`config.mk`:
```
export PLATFORM = sky130hd
export DESIGN_NAME = fpu_result_collector
export DESIGN_NICKNAME = d
export VERILOG_FILES = /design/src/rtl/float_struct.sv /design/src/rtl/fpu_result_fifo.sv /design/src/rtl/fpu_result_collector.sv
export SDC_FILE = /design/constraint.sdc
export NUM_CORES = 1
export LEC_CHECK = 0
export CORE_MARGIN = 5
export CORE_UTILIZATION = 55
export CTS_BUF_LIST = sky130_fd_sc_hd__clkbuf_8
export CTS_CLUSTER_SIZE = 16
export DETAILED_ROUTE_END_ITERATION = 10
export GPL_TIMING_DRIVEN = 0
export PLACE_DENSITY_LB_ADDON = 0.15
export SLEW_MARGIN = 20
export SYNTH_ARGS = -nofsm -noshare
export SYNTH_HDL_FRONTEND = slang
export SYNTH_SLANG_ARGS = --single-unit
```
`constraint.sdc`:
```
create_clock -name clk -period 3.7 [get_ports clk]
set_input_delay 0.37 -clock clk [delete_from_list [all_inputs] [get_ports clk]]
set_output_delay 0.37 -clock clk [all_outputs]
set_load 0.02 [all_outputs]
```
`src/rtl/float_struct.sv`:
```
// Shared FPU number format and sizing helpers for the result drain logic.
package float_struct;

  typedef struct packed {
    logic        sign;
    logic [7:0]  exp;
    logic [22:0] mant;
  } float_point_num;

  // FIFO depth must be a power of two and at least 2 so pointers wrap naturally.
  // Widths for 1-entry structures still need one bit.
  function automatic int unsigned clog2_min1(input int unsigned n);
    return (n <= 1) ? 1 : $clog2(n);
  endfunction

endpackage

```
`src/rtl/fpu_result_fifo.sv`:
```
// First-word-fall-through result FIFO with an explicit entry count.
module fpu_result_fifo
  import float_struct::*;
#(
  parameter int unsigned DEPTH = 4
) (
  input  logic                   clk,
  input  logic                   rst,
  input  logic                   push,
  input  float_point_num         wr_data,
  input  logic                   pop,
  output float_point_num         rd_data,
  output logic [$clog2(DEPTH):0] count,
  output logic                   full,
  output logic                   empty
);

  localparam int unsigned PtrW = clog2_min1(DEPTH);
  localparam int unsigned CntW = $clog2(DEPTH) + 1;
  localparam logic [CntW-1:0] DepthCnt = CntW'(DEPTH);

  float_point_num  mem [DEPTH];
  logic [PtrW-1:0] wr_ptr_q, wr_ptr_d;
  logic [PtrW-1:0] rd_ptr_q, rd_ptr_d;
  logic [CntW-1:0] count_q, count_d;
  logic            wr_en, rd_en;

  assign full  = (count_q == DepthCnt);
  assign empty = (count_q == '0);

  // A write into a full FIFO is legal only when the head leaves in the same cycle.
  assign rd_en = pop & ~empty;
  assign wr_en = push & (~full | rd_en);

  always_comb begin
    wr_ptr_d = wr_ptr_q;
    rd_ptr_d = rd_ptr_q;
    count_d  = count_q;
    if (wr_en) wr_ptr_d = wr_ptr_q + PtrW'(1);
    if (rd_en) rd_ptr_d = rd_ptr_q + PtrW'(1);
    unique case ({wr_en, rd_en})
      2'b10:   count_d = count_q + CntW'(1);
      2'b01:   count_d = count_q - CntW'(1);
      default: count_d = count_q;
    endcase
  end

  always_ff @(posedge clk) begin
    if (!rst) begin
      wr_ptr_q <= '0;
      rd_ptr_q <= '0;
      count_q  <= '0;
    end else begin
      wr_ptr_q <= wr_ptr_d;
      rd_ptr_q <= rd_ptr_d;
      count_q  <= count_d;
    end
  end

  always_ff @(posedge clk) begin
    if (wr_en) mem[wr_ptr_q] <= wr_data;
  end

  assign rd_data = mem[rd_ptr_q];
  assign count   = count_q;

endmodule

```
`src/rtl/fpu_result_collector.sv`:
```
// Drain end of the FPU pipeline: valid tracking, pipeline enable and output buffering.
module fpu_result_collector
  import float_struct::*;
#(
  parameter int unsigned STAGES = 6,
  parameter int unsigned DEPTH  = 4
) (
  input  logic                    clk,
  input  logic                    rst,
  input  logic                    in_valid,
  output logic                    in_ready,
  output logic                    pipe_en,
  input  float_point_num          tail_data,
  output logic                    out_valid,
  input  logic                    out_ready,
  output float_point_num          out_data,
  output logic [$clog2(DEPTH):0]  occupancy,
  output logic [$clog2(STAGES):0] in_flight
);

  localparam int unsigned FlW = $clog2(STAGES) + 1;

  logic [STAGES-1:0] vld_q, vld_d;
  logic [FlW-1:0]    in_flight_q, in_flight_d;
  logic              tail_vld;
  logic              fifo_full, fifo_empty;
  logic              push, pop, issue;

  assign tail_vld = vld_q[STAGES-1];
  assign pop      = out_valid & out_ready;
  // Stall only when the tail result has nowhere to go this cycle.
  assign pipe_en  = ~tail_vld | ~fifo_full | pop;
  assign in_ready = pipe_en;
  assign push     = tail_vld & pipe_en;
  assign issue    = in_valid & pipe_en;

  always_comb begin
    vld_d       = vld_q;
    in_flight_d = in_flight_q + FlW'(issue) - FlW'(push);
    if (pipe_en) begin
      vld_d[0] = in_valid;
      for (int i = 1; i < STAGES; i++) vld_d[i] = vld_q[i-1];
    end
  end

  always_ff @(posedge clk) begin
    if (!rst) begin
      vld_q       <= '0;
      in_flight_q <= '0;
    end else begin
      vld_q       <= vld_d;
      in_flight_q <= in_flight_d;
    end
  end

  fpu_result_fifo #(
    .DEPTH(DEPTH)
  ) u_fifo (
    .clk     (clk),
    .rst     (rst),
    .push    (push),
    .wr_data (tail_data),
    .pop     (pop),
    .rd_data (out_data),
    .count   (occupancy),
    .full    (fifo_full),
    .empty   (fifo_empty)
  );

  assign out_valid = ~fifo_empty;
  assign in_flight = in_flight_q;

endmodule
```
==> flow_summary.ini <==
[outcome]
outcome = complete, no violations

[power]
power_density_mw_per_mm2 = 451
peakVddDrop_mv = 0.298
power_leakage_nw = 2.25

[worst_setup_path]
reg2reg_depth = 10
required_ns = 3.33
crit_path_end = out_data[21]
criticalPathCategory = flip-flop to primary output
r2r_start = u_fifo.count[1]
arrival_ns = 2.23
reg2reg_slack_ns = 1.36
start_kind = flip-flop
crit_path_end_kind = primary output
r2r_end = u_fifo.count[2]
cp_max_fo = 10

[layout]
final_cell_mix = 128 x edfxtp_1, 77 x clkdlybuf4s50_1, 32 x mux4_2, 19 x dfxtp_1, 17 x clkbuf_8
layout_commonest_cell = edfxtp_1
n_antenna_cell = 0
final_nets = 409
final_area_mm2 = 0.00688
area_growth_pct = 23.5
final-instance-count-excl-fill = 508
drive_gt1_frac = 0.216

[timing]
finalSetupViolCount = 0
slew_viol_final = 0
period_share = 0.702
rsz0062_at_grt = false
worstMarginPinSlew_ns = 0.908
relSlewSlack = 0.394
worst_clock_skew_ns = 0.00662
fmax_ghz = 0.385
hold_violations = 0
finalCriticalPeriod_ns = 2.60
finalSetupTns_ns = 0

[clock_network]
clkSinkCount = 147
clk_pin_slew_worst_paths_ns = 0.08
htree_levels = 4
numCtsBuffers = 17
worst_skew_pair.late_latency_ns = 0.42
postCtsSetupRepairBufs = 0
tritoncts = done
cts_max_path_buffers = 2
cts_root_buffer = clkbuf_8
postCtsHoldBufs = 0
cts_resized = 0

[drt]
vias = 2635
drc = 0
drtPass1Iterations = 4
drtIter0Drc = 106
via_per_inst = 5.19
wl_mm = 9.10
wl_per_cell_um = 17.9
antenna_left = 0

[global_route]
grtUsageMet1 = 0.202
grt_util_met3 = 0.0596
top_usage_layer = met2
antenna_found_initial = 0
grt_pass1_wl_mm = 15.0
use_met2 = 0.262
grt_max_degree = 33
grt_pass1_vias = 2899
grtUsageTotal = 0.161
gr-total-overflow = 0

[synth]
synth_seq_cells = 147
ys_types = 29
postSynthAreaPerCell_um2 = 20.9
yosysSeqAreaShare = 0.758
synth_area_leader_cell = edfxtp_1
ys.warnings.count = 0
ys_top_cells_by_area = edfxtp_1 69%, mux4_2 13%, dfxtp_1 6.8%
synth_nets = 313
syn-cell-area_mm2 = 0.00557
synth_top_area_share = 0.690
synth_cells = 266

[die]
die_w_um = 111
start_util = 0.567
die_h_um = 111
dieArea_mm2 = 0.0122
num_rows = 36
core-area_mm2 = 0.00982
ios = 78

[place]
globalplace.congestion = 0.722
hpwl_mm = 5.62
dpl_cell_area_mm2 = 0.00651
dpl.cell_count = 476
port_buffers = 77

[min_path]
hold_class = flip-flop to flip-flop
min_delay_path_depth = 2
hold_start = vld_q[4]

[flow_run]
max_cap_viol_count = 0
area by class of cell:
| cell class | count | area (µm²) |
|---|---|---|
| inverters | 12 | 45.0 |
| multi-input cells | 97 | 1220 |
| clock buffers | 17 | 234 |
| well taps | 133 | 166 |
| fillers | 709 | 2940 |
| repair buffers | 77 | 771 |
| clock inverters | 15 | 136 |
| plain buffers | 10 | 76.3 |
| flip-flops and latches | 147 | 4220 |
power breakdown:
group	total, mW	switching (mW)	internal (mW)
sequential	1.82	0.00816	1.81
combinational	0.147	0.0675	0.0791
clock	1.14	0.641	0.497
cell families (layout without fill, tap and decap cells):
family | after synthesis | count (layout) | synth area share
AO/OA/AOI/OAI | 8 | 8 | 0.00876
buffers and inverters | 22 | 131 | 0.0218
AND/OR/NAND/NOR | 33 | 33 | 0.0321
adder cells (fa/ha/maj) | 11 | 11 | 0.0274
XOR/XNOR | 6 | 6 | 0.00944
flip-flops | 147 | 147 | 0.758
multiplexers | 39 | 39 | 0.142
Yosys cell counts, drive strengths merged:
master,number
ha,9
nor2b,1
nand2,12
buf,9
o21ai,1
and2,5
nand3,2
mux2i,7
o31a,1
fa,2
nor4b,1
nor2,9
inv,11
o311ai,1
dfxtp,19
edfxtp,128
xor2,5
a21oi,5
nor3b,1
mux4,32
clkinv,1
clkbuf,1
or3,2
xnor2,1
metrics by stage:
stage	setup WS, ns	hold WS, ns	utilization	total power [mW]
5_1_grt	0.950	0.515	0.700	3.23
3_5_place_dp	0.966	0.455	0.663	2.00
2_1_floorplan	1.45	0.434	-	1.92
6_report	1.10	0.469	0.700	3.10
4_1_cts	1.04	0.468	0.700	3.14
3_3_place_gp	1.02	0.450	0.663	2.00
routing by layer:
| metal | up-vias | share of wire |
|---|---|---|
| met1 | 1321 | 0.42 |
| met4 | 0 | 0.0058 |
| met2 | 62 | 0.52 |
| met5 | - | 0 |
| met3 | 4 | 0.049 |
| li1 | 1248 | - |
registers in the layout (all words and copies together), names as in the netlist, named ones only:
name,cells
u_fifo.wr_ptr_q,2
u_fifo.mem,128
in_flight,4
vld_q,6
u_fifo.rd_ptr_q,2
u_fifo.count,3
critical path: stages, from the launching register on:
cell,delay [ns]
dfxtp_1,0.31
buf_2,0.18
buf_6,0.21
mux4_2,0.54
clkdlybuf4s50_1,0.57
worst min path at each step:
stage	to	slack, ns
finish	vld_q[4]	0.47
floorplan	vld_q[4]	0.43
global route	vld_q[2]	0.51
global placement	vld_q[4]	0.45
detailed placement	vld_q[4]	0.45
CTS	vld_q[4]	0.47
Note: power is estimated with default switching activity, not from simulation.
